==> config.mk <==
export PLATFORM = sky130hd
export DESIGN_NAME = mul_div_unit
export DESIGN_NICKNAME = d
export VERILOG_FILES = /design/src/rtl/mul_div_unit.sv
export SDC_FILE = /design/constraint.sdc
export NUM_CORES = 1
export LEC_CHECK = 0
export BUFFER_PORTS_ARGS = -buffer_cell sky130_fd_sc_hd__buf_2
export CAP_MARGIN = 20
export CORE_ASPECT_RATIO = 1.4
export CORE_MARGIN = 2
export CORE_UTILIZATION = 25
export CTS_BUF_LIST = sky130_fd_sc_hd__clkbuf_4 sky130_fd_sc_hd__clkbuf_8
export DETAILED_ROUTE_END_ITERATION = 10
export GPL_ROUTABILITY_DRIVEN = 0
export PLACE_DENSITY = 0.37
export SLEW_MARGIN = 20
export SYNTH_ARGS = -nofsm -noshare
export SYNTH_HDL_FRONTEND = slang
export SYNTH_SLANG_ARGS = --single-unit
==> constraint.sdc <==
create_clock -name i_clk -period 5.6 [get_ports i_clk]
set_input_delay 0.56 -clock i_clk [delete_from_list [all_inputs] [get_ports i_clk]]
set_output_delay 0.56 -clock i_clk [all_outputs]
set_load 0.03 [all_outputs]
==> src/rtl/mul_div_unit.sv <==
// Iterative MULT/MULTU/DIV/DIVU unit writing HI/LO, one bit per clock.
// Optional macro MULDIV_EARLY_TERM_EN: multiply leaves RUN once the remaining multiplier bits are zero.
//
// state | meaning
// IDLE  | waiting for i_start, operands latched on accept
// PREP  | absolute values, sign bookkeeping, counter load, divide-by-zero detect
// RUN   | one shift-add (multiply) or restoring-divide step per cycle
// FIX   | sign correction and HI/LO/dz writeback
// DONE  | o_done pulse, results valid
module mul_div_unit #(
    parameter int WIDTH = 32
) (
    input  logic             i_clk,
    input  logic             i_rst_n,
    input  logic             i_start,
    input  logic [1:0]       i_op,
    input  logic [WIDTH-1:0] i_op1,
    input  logic [WIDTH-1:0] i_op2,
    output logic             o_busy,
    output logic             o_done,
    output logic [WIDTH-1:0] o_hi,
    output logic [WIDTH-1:0] o_lo,
    output logic             o_dz
);

    localparam int CW = $clog2(WIDTH) + 1;

    typedef enum logic [2:0] {S_IDLE, S_PREP, S_RUN, S_FIX, S_DONE} state_t;

    state_t state, state_nxt;

    logic [1:0]         op;
    logic [WIDTH-1:0]   op1, op2;
    logic [CW-1:0]      cnt;
    logic [2*WIDTH-1:0] acc;
    logic [2*WIDTH-1:0] mcand;
    logic [WIDTH-1:0]   mplier;
    logic               neg_q, neg_r, dz;

    logic               is_div, is_signed;
    logic [WIDTH-1:0]   abs1, abs2;
    logic               div_zero;
    logic [WIDTH:0]     rem_sh, diff;
    logic [WIDTH-1:0]   quot_sh;
    logic               borrow;
    logic [2*WIDTH-1:0] prod_nxt, prod_fix;
    logic [WIDTH-1:0]   quot, rem;
    logic               run_last;

    assign is_div    = op[1];
    assign is_signed = ~op[0];
    // The most negative value negates to itself, which reads as 2^(WIDTH-1) unsigned.
    assign abs1      = (is_signed && op1[WIDTH-1]) ? -op1 : op1;
    assign abs2      = (is_signed && op2[WIDTH-1]) ? -op2 : op2;
    assign div_zero  = is_div && (abs2 == '0);

    // Restoring divide step: acc holds {rem, quot}, mplier holds the divisor.
    assign rem_sh    = {acc[2*WIDTH-1:WIDTH], acc[WIDTH-1]};
    assign quot_sh   = {acc[WIDTH-2:0], 1'b0};
    assign diff      = rem_sh - {1'b0, mplier};
    assign borrow    = diff[WIDTH];

    assign prod_nxt  = mplier[0] ? (acc + mcand) : acc;
    assign prod_fix  = neg_q ? -acc : acc;
    assign quot      = acc[WIDTH-1:0];
    assign rem       = acc[2*WIDTH-1:WIDTH];

    always_comb begin
        run_last = (cnt == CW'(1));
`ifdef MULDIV_EARLY_TERM_EN
        if (!is_div && (mplier[WIDTH-1:1] == '0)) begin
            run_last = 1'b1;
        end
`endif
    end

    always_comb begin
        state_nxt = state;
        o_busy    = (state != S_IDLE);
        o_done    = (state == S_DONE);
        case (state)
            S_IDLE: if (i_start) state_nxt = S_PREP;
            S_PREP: state_nxt = div_zero ? S_FIX : S_RUN;
            S_RUN:  if (run_last) state_nxt = S_FIX;
            S_FIX:  state_nxt = S_DONE;
            S_DONE: state_nxt = S_IDLE;
            default: state_nxt = S_IDLE;
        endcase
    end

    always_ff @(posedge i_clk) begin
        if (!i_rst_n) begin
            state  <= S_IDLE;
            op     <= '0;
            op1    <= '0;
            op2    <= '0;
            cnt    <= '0;
            acc    <= '0;
            mcand  <= '0;
            mplier <= '0;
            neg_q  <= 1'b0;
            neg_r  <= 1'b0;
            dz     <= 1'b0;
            o_hi   <= '0;
            o_lo   <= '0;
            o_dz   <= 1'b0;
        end else begin
            state <= state_nxt;
            case (state)
                S_IDLE: begin
                    if (i_start) begin
                        op  <= i_op;
                        op1 <= i_op1;
                        op2 <= i_op2;
                    end
                end
                S_PREP: begin
                    neg_q  <= is_signed & (op1[WIDTH-1] ^ op2[WIDTH-1]);
                    neg_r  <= is_signed & op1[WIDTH-1];
                    dz     <= div_zero;
                    cnt    <= CW'(WIDTH);
                    mplier <= abs2;
                    mcand  <= {{WIDTH{1'b0}}, abs1};
                    acc    <= is_div ? {{WIDTH{1'b0}}, abs1} : '0;
                end
                S_RUN: begin
                    cnt <= cnt - CW'(1);
                    if (is_div) begin
                        acc <= {(borrow ? rem_sh[WIDTH-1:0] : diff[WIDTH-1:0]),
                                quot_sh[WIDTH-1:1], ~borrow};
                    end else begin
                        acc    <= prod_nxt;
                        mcand  <= mcand << 1;
                        mplier <= mplier >> 1;
                    end
                end
                S_FIX: begin
                    o_dz <= dz;
                    if (dz) begin
                        o_lo <= '1;
                        o_hi <= op1;
                    end else if (is_div) begin
                        o_lo <= neg_q ? -quot : quot;
                        o_hi <= neg_r ? -rem : rem;
                    end else begin
                        o_hi <= prod_fix[2*WIDTH-1:WIDTH];
                        o_lo <= prod_fix[WIDTH-1:0];
                    end
                end
                default: ;
            endcase
        end
    end

endmodule

Yosys cells after proc, flatten, opt, wreduce, memory -nomap -nowiden:

Cells that the tools add are included.

* input bits: 69
* word-level logic and storage cells: 70
* output and inout port bits: 67
* register bits: 303

* equal/unequal tests: 9
* add/subtract/negate cells: 8
* multiplexer cells: 23
* reductions and logical operators: 11
* bitwise gates (word level): 5

Operators by type and width (count)
* 32-bit two-way mux: 11
* 64-bit two-way mux: 4
* 64-bit case mux with 2 select lines: 2
* 32-bit negator: 4
* 64-bit adder: 1
* 64-bit negator: 1
* 32-bit case mux with 2 select lines: 1
* 33-bit by 32-bit subtractor with 33-bit output: 1
* 32-bit zero test: 1
* 3-bit case mux with 4 select lines: 1
* 6-bit case mux with 2 select lines: 1
* 2-bit AND reduction: 4
* 3-bit by 2-bit equality test with 1-bit output (second input constant): 2
* 6-bit by 1-bit equality test with 1-bit output (second input constant): 1
* 3-bit two-way mux: 2
* 2-bit inequality test (second input constant): 3
* 6-bit by 1-bit subtractor with 6-bit output (second input constant): 1
* 3-bit by 1-bit equality test with 1-bit output (second input constant): 1
* 3-bit equality test (second input constant): 1
* 1-bit logical AND: 3
* 3-bit zero test: 1
* 3-bit inequality test (second input constant): 1
* 3-bit nonzero test: 1
* 1-bit bitwise AND: 2
* 4 further kinds: 5

Logic depth before layout (Yosys ltp):

Gate-level depths: netlist of run 1.

* depth after elaboration: 7
* gate-level depth with buffers: 16
* gate-level depth less buffers: 14

Least setup slack after synthesis of run 1:

Ideal clock, no wire load.

* path type: register to register
* start point: register acc[0]
* end point: register acc[62]
* arrival: 3.173 ns
* setup slack: 2.305 ns
* required time: 5.478 ns
* stages on the path, launching flop included: 14
* cells stage by stage: dfxtp_1 > ha_1 > inv_1 > fa_1 > nor2b_1 > o31a_1 > o2111ai_1 > a22o_1 > o31ai_1 > a41o_1 > a211oi_1 > o31ai_1 > xor2_1 > a221o_1

* longest elaborated chain between the ends: 4

RTL lines
* from (decl): line 35 `logic [2*WIDTH-1:0] acc;`
* from (signal assigned): line 124 `acc <= is_div ? {{WIDTH{1'b0}}, abs1} : '0;`
* from (signal assigned): line 129 `acc <= {(borrow ? rem_sh[WIDTH-1:0] : diff[WIDTH-1:0]),`
* from (signal assigned): line 132 `acc <= prod_nxt;`
* 64-bit adder: line 63 `assign prod_nxt = mplier[0] ? (acc + mcand) : acc;`
* 64-bit two-way mux: line 63
* 64-bit two-way mux: line 128 `if (is_div) begin`
* 64-bit case mux with 2 select lines: line 109 `case (state)`

No other way between the ends. The select of a mux whose other input is x is not followed.
A chain may end at the register's enable or synchronous reset.

Final worst setup path of run 1:

* start point: register acc[31]
* end point: register acc[44]

* longest elaborated chain between the ends: 4

RTL lines (line)
* 64-bit adder or 33-bit by 32-bit subtractor with 33-bit output (tied branches): 63, 60
* 64-bit two-way mux or 32-bit two-way mux (tied branches): 63, 129
* 64-bit two-way mux (*): 128
* 64-bit case mux with 2 select lines (*): 109

Every way passes the cells marked *; elsewhere a longest branch is shown, timed or not. The select of a mux whose other input is x is not followed.

==> flow_metrics.py, run 1 <==
metrics = {
    "status": {
        "status": "finished clean",
    },
    "cts": {
        "cts_tree": "done",
        "ctsLongestPathBuffers": 3,
        "ctsResizeCount": 0,
        "cts_buffers": 58,
        "clk_latency_ps": 710,
        "post-cts-setup-buffers": 0,
        "root_buffer": "clkbuf_8",
        "clock_sinks": 303,
        "clkTransAtPathRegs_ps": 70,
        "cts_max_level": 2,
        "cts-hold-fix-buffers": 0,
    },
    "worst_setup_path": {
        "r2r_start": "acc[31]",
        "end_kind": "flop",
        "cpMostUsedCell": "inv_1",
        "rr_endpoint": "acc[44]",
        "cpPeakStageDelay_ps": 530,
        "r2r_slack_ps": 1250,
        "critPathKind": "reg2reg",
        "critPathMaxFanout": 17,
        "worstPathArrival_ps": 4920,
        "reg2reg_depth": 15,
        "cp_slowest_cell": "xor2_4",
        "cp_data_required_time_ps": 6170,
        "cp-start-kind": "flop",
        "crit_chain": "inv_1, ha_1, inv_1, fa_1, a211oi_1, o21bai_1, o21ai_0, o22ai_1, nor2_1, o21ai_1, xor2_4, buf_4, mux2_2, a22oi_1, a21oi_1",
    },
    "die": {
        "num_rows": 125,
        "die_area_sq_um": 86100,
        "fp.dieW_um": 249,
        "start_util_pct": 25.2,
        "core_sq_um": 82900,
        "die_y_um": 346,
        "io_pins": 136,
    },
    "power": {
        "p_per_area_nw_per_um2": 484,
        "vdd_ir_drop_max_uv": 202,
        "p_switching_uw": 5520,
        "seqPwrFrac_pct": 26.8,
        "p_leak_uw": 0.00937,
        "total_power_uw": 11500,
        "power_frac_clock_pct": 21.0,
        "combPwrFrac_pct": 52.2,
        "sw_frac_of_total_pct": 48.0,
        "internal_power_uw": 5990,
    },
    "logic_synthesis": {
        "synth-simple-area-share_pct": 20.9,
        "synth_edf_count": 0,
        "avgSynthCellArea_sq_um": 7.32,
        "synth_top_area_share_pct": 29.0,
        "ys.flop_type": "dfxtp_1",
        "yosysTopAreaCell": "dfxtp_1",
        "netlist_area_sq_um": 20900,
        "synth-xor-area-share_pct": 8.03,
        "syn-num-nets": 3030,
        "synth_common_cells": "393 x a21oi_1, 385 x nand2_1, 303 x dfxtp_1",
        "synth_cells": 2857,
        "yosysSeqAreaShare_pct": 29.0,
        "yosysMostFrequentCell": "a21oi_1",
        "synth_area_leaders": "dfxtp_1 29%, a21oi_1 9.4%, nand2_1 6.9%",
        "asyncSetResetFlopFracSynth_pct": 0,
        "yosys_warnings": 0,
        "synth_compound_area_share_pct": 29.3,
        "synthAdderAreaFrac_pct": 6.29,
        "synth_top_family_by_area": "compound AO/OA/AOI/OAI gates",
        "muxShareOfSynthArea_pct": 1.21,
        "ys_seq_elements": 303,
        "ys_types": 84,
    },
    "sta": {
        "slew_headroom_pct": 20.1,
        "setup_violations": 0,
        "fin_crit_ps": 4350,
        "hold_violations": 0,
        "tns_ps": 0,
        "fmax_ghz": 0.230,
        "fin_crit_sh_pct": 77.7,
        "skew_ps": 30.8,
        "rsz0062_at_grt": "false",
        "worst_pin_slew_ps": 1200,
        "finalMaxSlewViolations": 0,
        "timing.final.ws_setup_ps": 1250,
    },
    "final_layout": {
        "area_growth_pct": 13.8,
        "drive_gt1_share_pct": 11.1,
        "finalNetCount": 3063,
        "fin_util_pct": 28.7,
    },
    "worst_hold_path": {
        "holdPathEnd": "op2[0]",
        "holdPathStages": 3,
        "hold_start": "i_op2[0]",
        "worstHoldPathType": "in2reg",
    },
    "global_routing": {
        "grt_antenna_before_repair": 1,
        "grt.overflow.total": 0,
        "first_global_vias": 21000,
        "grt_pass1_wl_um": 132000,
        "grt_max_degree": 194,
        "grt.total_usage_pct": 19.6,
    },
    "route": {
        "final_antenna_net_count": 0,
        "wl_um": 87100,
        "drt_iter0_markers": 1353,
        "vias": 21300,
        "drt_pre_antenna_iters": 5,
        "drc": 0,
        "wire_per_inst_um": 21.7,
        "drt-vias-per-instance": 5.30,
    },
    "run": {
        "maxCapViolCount": 0,
    },
    "placed_design": {
        "dp_hpwl_um": 65500,
        "numPortBuffers": 135,
        "dp_slack_ps": 1300,
    },
}
[flip-flops by register name, indices dropped and copies added, names as in the netlist]
name / flops
o_lo: 32
op2: 32
acc: 64
mplier: 32
neg_q: 1
o_dz: 1
op1: 32
o_hi: 32
op: 2
state: 3
neg_r: 1
mcand: 64
cnt: 6
dz: 1
[area by class of cell]
class                           count  area (sq um)
Tap cell                         1079          1350
Multi-Input combinational cell   2264         13800
Inverter                           84           320
Sequential cell                   303          6070
Clock buffer                       95          1210
Fill cell                        9176         59100
Timing Repair Buffer              179          1030
Antenna cell                        1          2.50
Clock inverter                      5          35.0
[worst max-delay path by stage]
stage | cells after the start | to | start
6_report | 15 | acc[44] | acc[31]
5_1_grt | 15 | acc[44] | acc[31]
4_1_cts | 15 | acc[38] | acc[31]
3_5_place_dp | 15 | acc[38] | acc[31]
3_3_place_gp | 15 | acc[44] | acc[31]
2_1_floorplan | 13 | acc[62] | acc[0]
[worst max-delay path: cells and delay by family (launching register included)]
kind                       cells  cell delay [ps]
AOI/OAI and AO/OA              7             1650
xor gates and xnor gates       1              530
adders and majority gates      2              600
buffers and inverters          3              520
DFF                            1              330
muxes                          1              360
and+or+nand+nor                1              220
[cell usage in the layout, fill, tap and decap left out, types with 15 or more instances in the layout]
cell type and instances:
nor4_1 18, clkbuf_4 15, nand3_1 69, inv_1 82, clkbuf_8 80, buf_4 42, or3_1 25, dfxtp_1 301
a21o_1 38, xnor2_1 99, mux2i_1 22, nor2_1 234, nand2_1 384, o21ai_0 210, nand2b_1 19, a31oi_1 18
nand4_1 29, ha_1 102, or4_1 17, nor3_1 48, buf_2 135, nor2b_1 18, a21oi_1 393, o31ai_1 19
xor2_1 90, o211ai_1 68, o21bai_1 16, o21a_1 23, a211oi_1 49
[stage by stage]
step	cell area [sq um]	cells	hold slack [ps]
CTS	23800	4009	40.2
finish	23800	4010	110
global placement	22600	3909	446
detailed placement	22600	3909	452
floorplan	20900	2857	432
global route	23800	4010	72.0
[power groups by stage]
stage / combinational, uW / clock [uW] / sequential (uW)
2_1_floorplan: 4180 / 0 / 3020
3_3_place_gp: 6070 / 0 / 3110
3_5_place_dp: 6060 / 0 / 3120
4_1_cts: 6080 / 2510 / 3080
5_1_grt: 6620 / 2610 / 3150
6_report: 6010 / 2420 / 3080
[per-layer routing]
layer / track usage [%] / routed length [um] / share of wire [%]
met5: 0 / 0 / 0
met4: 8.00 / 3750 / 4.3
met3: 2.14 / 3110 / 3.6
met2: 37.2 / 45600 / 52
met1: 22.1 / 34600 / 40
[logic make-up (layout without fill, tap and decap cells)]
group | Yosys count | count (layout)
compound gates | 994 | 994
xor+xnor | 191 | 191
fa+ha+maj | 104 | 104
buf+inv | 290 | 363
flops | 303 | 303
mux | 25 | 25
other cells | 0 | 1
simple gates | 950 | 950
(Power assumes the default switching activity.)
==> inputs of run 2 (changes only) <==
--- a/config.mk
+++ b/config.mk
@@ -13,7 +13,7 @@
 export CTS_BUF_LIST = sky130_fd_sc_hd__clkbuf_4 sky130_fd_sc_hd__clkbuf_8
 export DETAILED_ROUTE_END_ITERATION = 10
 export GPL_ROUTABILITY_DRIVEN = 0
-export PLACE_DENSITY = 0.37
+export PLACE_DENSITY = 0.38
 export SLEW_MARGIN = 20
 export SYNTH_ARGS = -nofsm -noshare
 export SYNTH_HDL_FRONTEND = slang
==> constraint.sdc (replaced) <==
create_clock -name i_clk -period 3.6 [get_ports i_clk]
set_input_delay 0.36 -clock i_clk [delete_from_list [all_inputs] [get_ports i_clk]]
set_output_delay 0.36 -clock i_clk [all_outputs]
set_load 0.03 [all_outputs]
==> run 2 against run 1 <==
Effect of this change:
- die area stayed put
- critical path depth is 1 lower
- final cell count is 6.4% higher
- critical path type unchanged
- largest cell class unchanged
- largest power group unchanged
- highest routed layer unchanged
==> flow_metrics.py, run 2 (synthesized netlist as in run 1, its figures left out) <==
metrics = {
    "status": {
        "status": "finished clean",
    },
    "sta": {
        "slew_headroom_pct": 31.8,
        "timing.final.ws_setup_ps": 143,
        "hold_violations": 0,
        "setup_violations": 0,
        "rsz0062_at_grt": "true",
        "fmax_ghz": 0.289,
        "skew_ps": 45.5,
        "worst_pin_slew_ps": 997,
        "fin_crit_ps": 3460,
        "tns_ps": 0,
        "finalMaxSlewViolations": 0,
        "fin_crit_sh_pct": 96.0,
    },
    "worst_setup_path": {
        "critPathBufInv": 3,
        "r2r_start": "acc[2]",
        "reg2reg_depth": 14,
        "cp_slowest_cell": "o31a_1",
        "crit_chain": "ha_1, buf_4, nor2b_2, o31a_1, buf_4, o21a_1, o21ai_2, and3_1, o31ai_1, buf_4, a31oi_2, o221ai_1, xor2_1, a221o_1",
        "cpMostUsedCell": "buf_4",
        "worstSetupStartpoint": "acc[2]",
        "crit_family": "compound AO/OA/AOI/OAI gates",
        "path_depth": 14,
        "critPathKind": "reg2reg",
        "cpPeakStageDelay_ps": 340,
        "critPathMaxFanout": 4,
        "r2r_slack_ps": 140,
        "rr_endpoint": "acc[60]",
        "critPathCapture": "acc[60]",
        "cp-start-kind": "flop",
        "end_kind": "flop",
        "worstPathArrival_ps": 4010,
        "cp_data_required_time_ps": 4150,
    },
    "global_routing": {
        "grt.overflow.total": 0,
        "grt_antenna_before_repair": 1,
        "grt.total_usage_pct": 20.1,
        "grt_max_degree": 163,
        "first_global_vias": 22100,
        "grt_pass1_wl_um": 135000,
    },
    "power": {
        "p_leak_uw": 0.0107,
        "vdd_ir_drop_max_uv": 412,
        "p_per_area_nw_per_um2": 745,
    },
    "die": {
        "start_util_pct": 25.2,
        "num_rows": 125,
        "die_area_sq_um": 86100,
        "die_y_um": 346,
        "io_pins": 136,
        "fp.dieW_um": 249,
        "core_sq_um": 82900,
    },
    "final_layout": {
        "reg.largest.list": "acc: 64 flops, mcand: 64 flops",
        "layout_commonest_cell": "a21oi_1",
        "drive_gt1_share_pct": 17.1,
        "n_fill_cell": 9069,
        "finalNetCount": 3317,
        "mostFrequentLayoutCells": "392 x a21oi_1, 384 x nand2_1, 296 x dfxtp_1, 233 x nor2_1, 229 x buf_4",
        "area_growth_pct": 25.0,
    },
    "cts": {
        "cts_buffers": 57,
        "clock_sinks": 303,
        "clkTransAtPathRegs_ps": 70,
        "ctsLongestPathBuffers": 3,
        "cts_max_level": 2,
        "clk_latency_ps": 690,
        "root_buffer": "clkbuf_8",
        "cts_tree": "done",
    },
    "run": {
        "maxCapViolCount": 0,
    },
    "route": {
        "final_antenna_net_count": 0,
        "drt_pre_antenna_iters": 5,
        "drt_iter0_markers": 1273,
        "wire_per_inst_um": 21.0,
        "drt-vias-per-instance": 5.20,
        "drc": 0,
        "wl_um": 89400,
        "vias": 22200,
    },
    "placed_design": {
        "dp_hpwl_um": 68600,
        "numPortBuffers": 135,
        "dp_slack_ps": -400,
    },
    "worst_hold_path": {
        "holdPathStages": 3,
        "worstHoldPathType": "in2reg",
    },
}
## run 2: changes by cell type in the layout (fill, tap and decap cells not counted), sizes merged
| cell | change |
|---|---|
| buf | +189 |
| dlygate4sd3 | +66 |
| clkbuf | -9 |
| bufinv | +5 |
| clkinvlp | +2 |
| inv | +2 |
| clkinv | +1 |
## run 2: where the power goes
part	internal [uW]	switching (uW)	total, uW
Sequential	3980	615	4590
Combinational	4320	6580	10900
Clock	2320	1660	3980
## run 2: how the worst min path moves through the flow
stage | from | slack (ps) | to
after floorplan | mplier[1] | 430 | mplier[1]
after global placement | mplier[1] | 440 | mplier[1]
after detailed placement | mplier[1] | 450 | mplier[1]
after CTS | i_start | 50 | state[0]
after global routing | i_start | 90 | state[0]
final | i_start | 100 | state[0]
## run 2: area by class of cell
class | count | area, sq um | area share, %
clock inverter | 15 | 224 | 0.856
antenna | 1 | 2.50 | 0.00957
tap | 1079 | 1350 | 5.16
timing repair buffer | 434 | 3140 | 12.0
inverter | 84 | 320 | 1.22
sequential | 303 | 6070 | 23.2
multi-input combinational | 2264 | 14000 | 53.3
clock buffer | 86 | 1100 | 4.21
## run 2: timing repair
action / 4_1_cts / 5_1_grt
hold endpoints to repair: 66 / 0
buffers inserted: 0 / 10
endpoints found under the setup margin: 7 / 36
pin swaps: 0 / 8
hold buffers: 66 / 0
gates resized for setup: 3 / 37
## run 2: metrics by stage
| stage | total power (uW) | hold slack (ps) | instance area (sq um) | std cells | utilization, % |
|---|---|---|---|---|---|
| 5_1_grt | 20900 | 89.4 | 26200 | 4266 | 31.6 |
| 3_3_place_gp | 15100 | 444 | 23900 | 4087 | 28.8 |
| 2_1_floorplan | 11200 | 432 | 20900 | 2857 | - |
| 3_5_place_dp | 15100 | 445 | 23900 | 4087 | 28.8 |
| 4_1_cts | 19300 | 51.6 | 25900 | 4254 | 31.3 |
| 6_report | 19500 | 105 | 26200 | 4266 | 31.6 |
## run 2: worst register-to-register path, cell delays in order, from the launching register on
cell and delay, ps:
dfxtp_1 310, ha_1 300, buf_4 150, nor2b_2 150
o31a_1 340, buf_4 150, o21a_1 180, o21ai_2 210
and3_1 310, o31ai_1 110, buf_4 170, a31oi_2 280
o221ai_1 190, xor2_1 170, a221o_1 320
## run 2: per-layer routing
metal,up-vias,global-route usage [%],part of all wire (%)
met1,10700,22.5,40
met4,0,8.69,4.6
met5,-,0,0
met2,514,38.0,52
met3,155,1.99,3.3
li1,10900,-,-
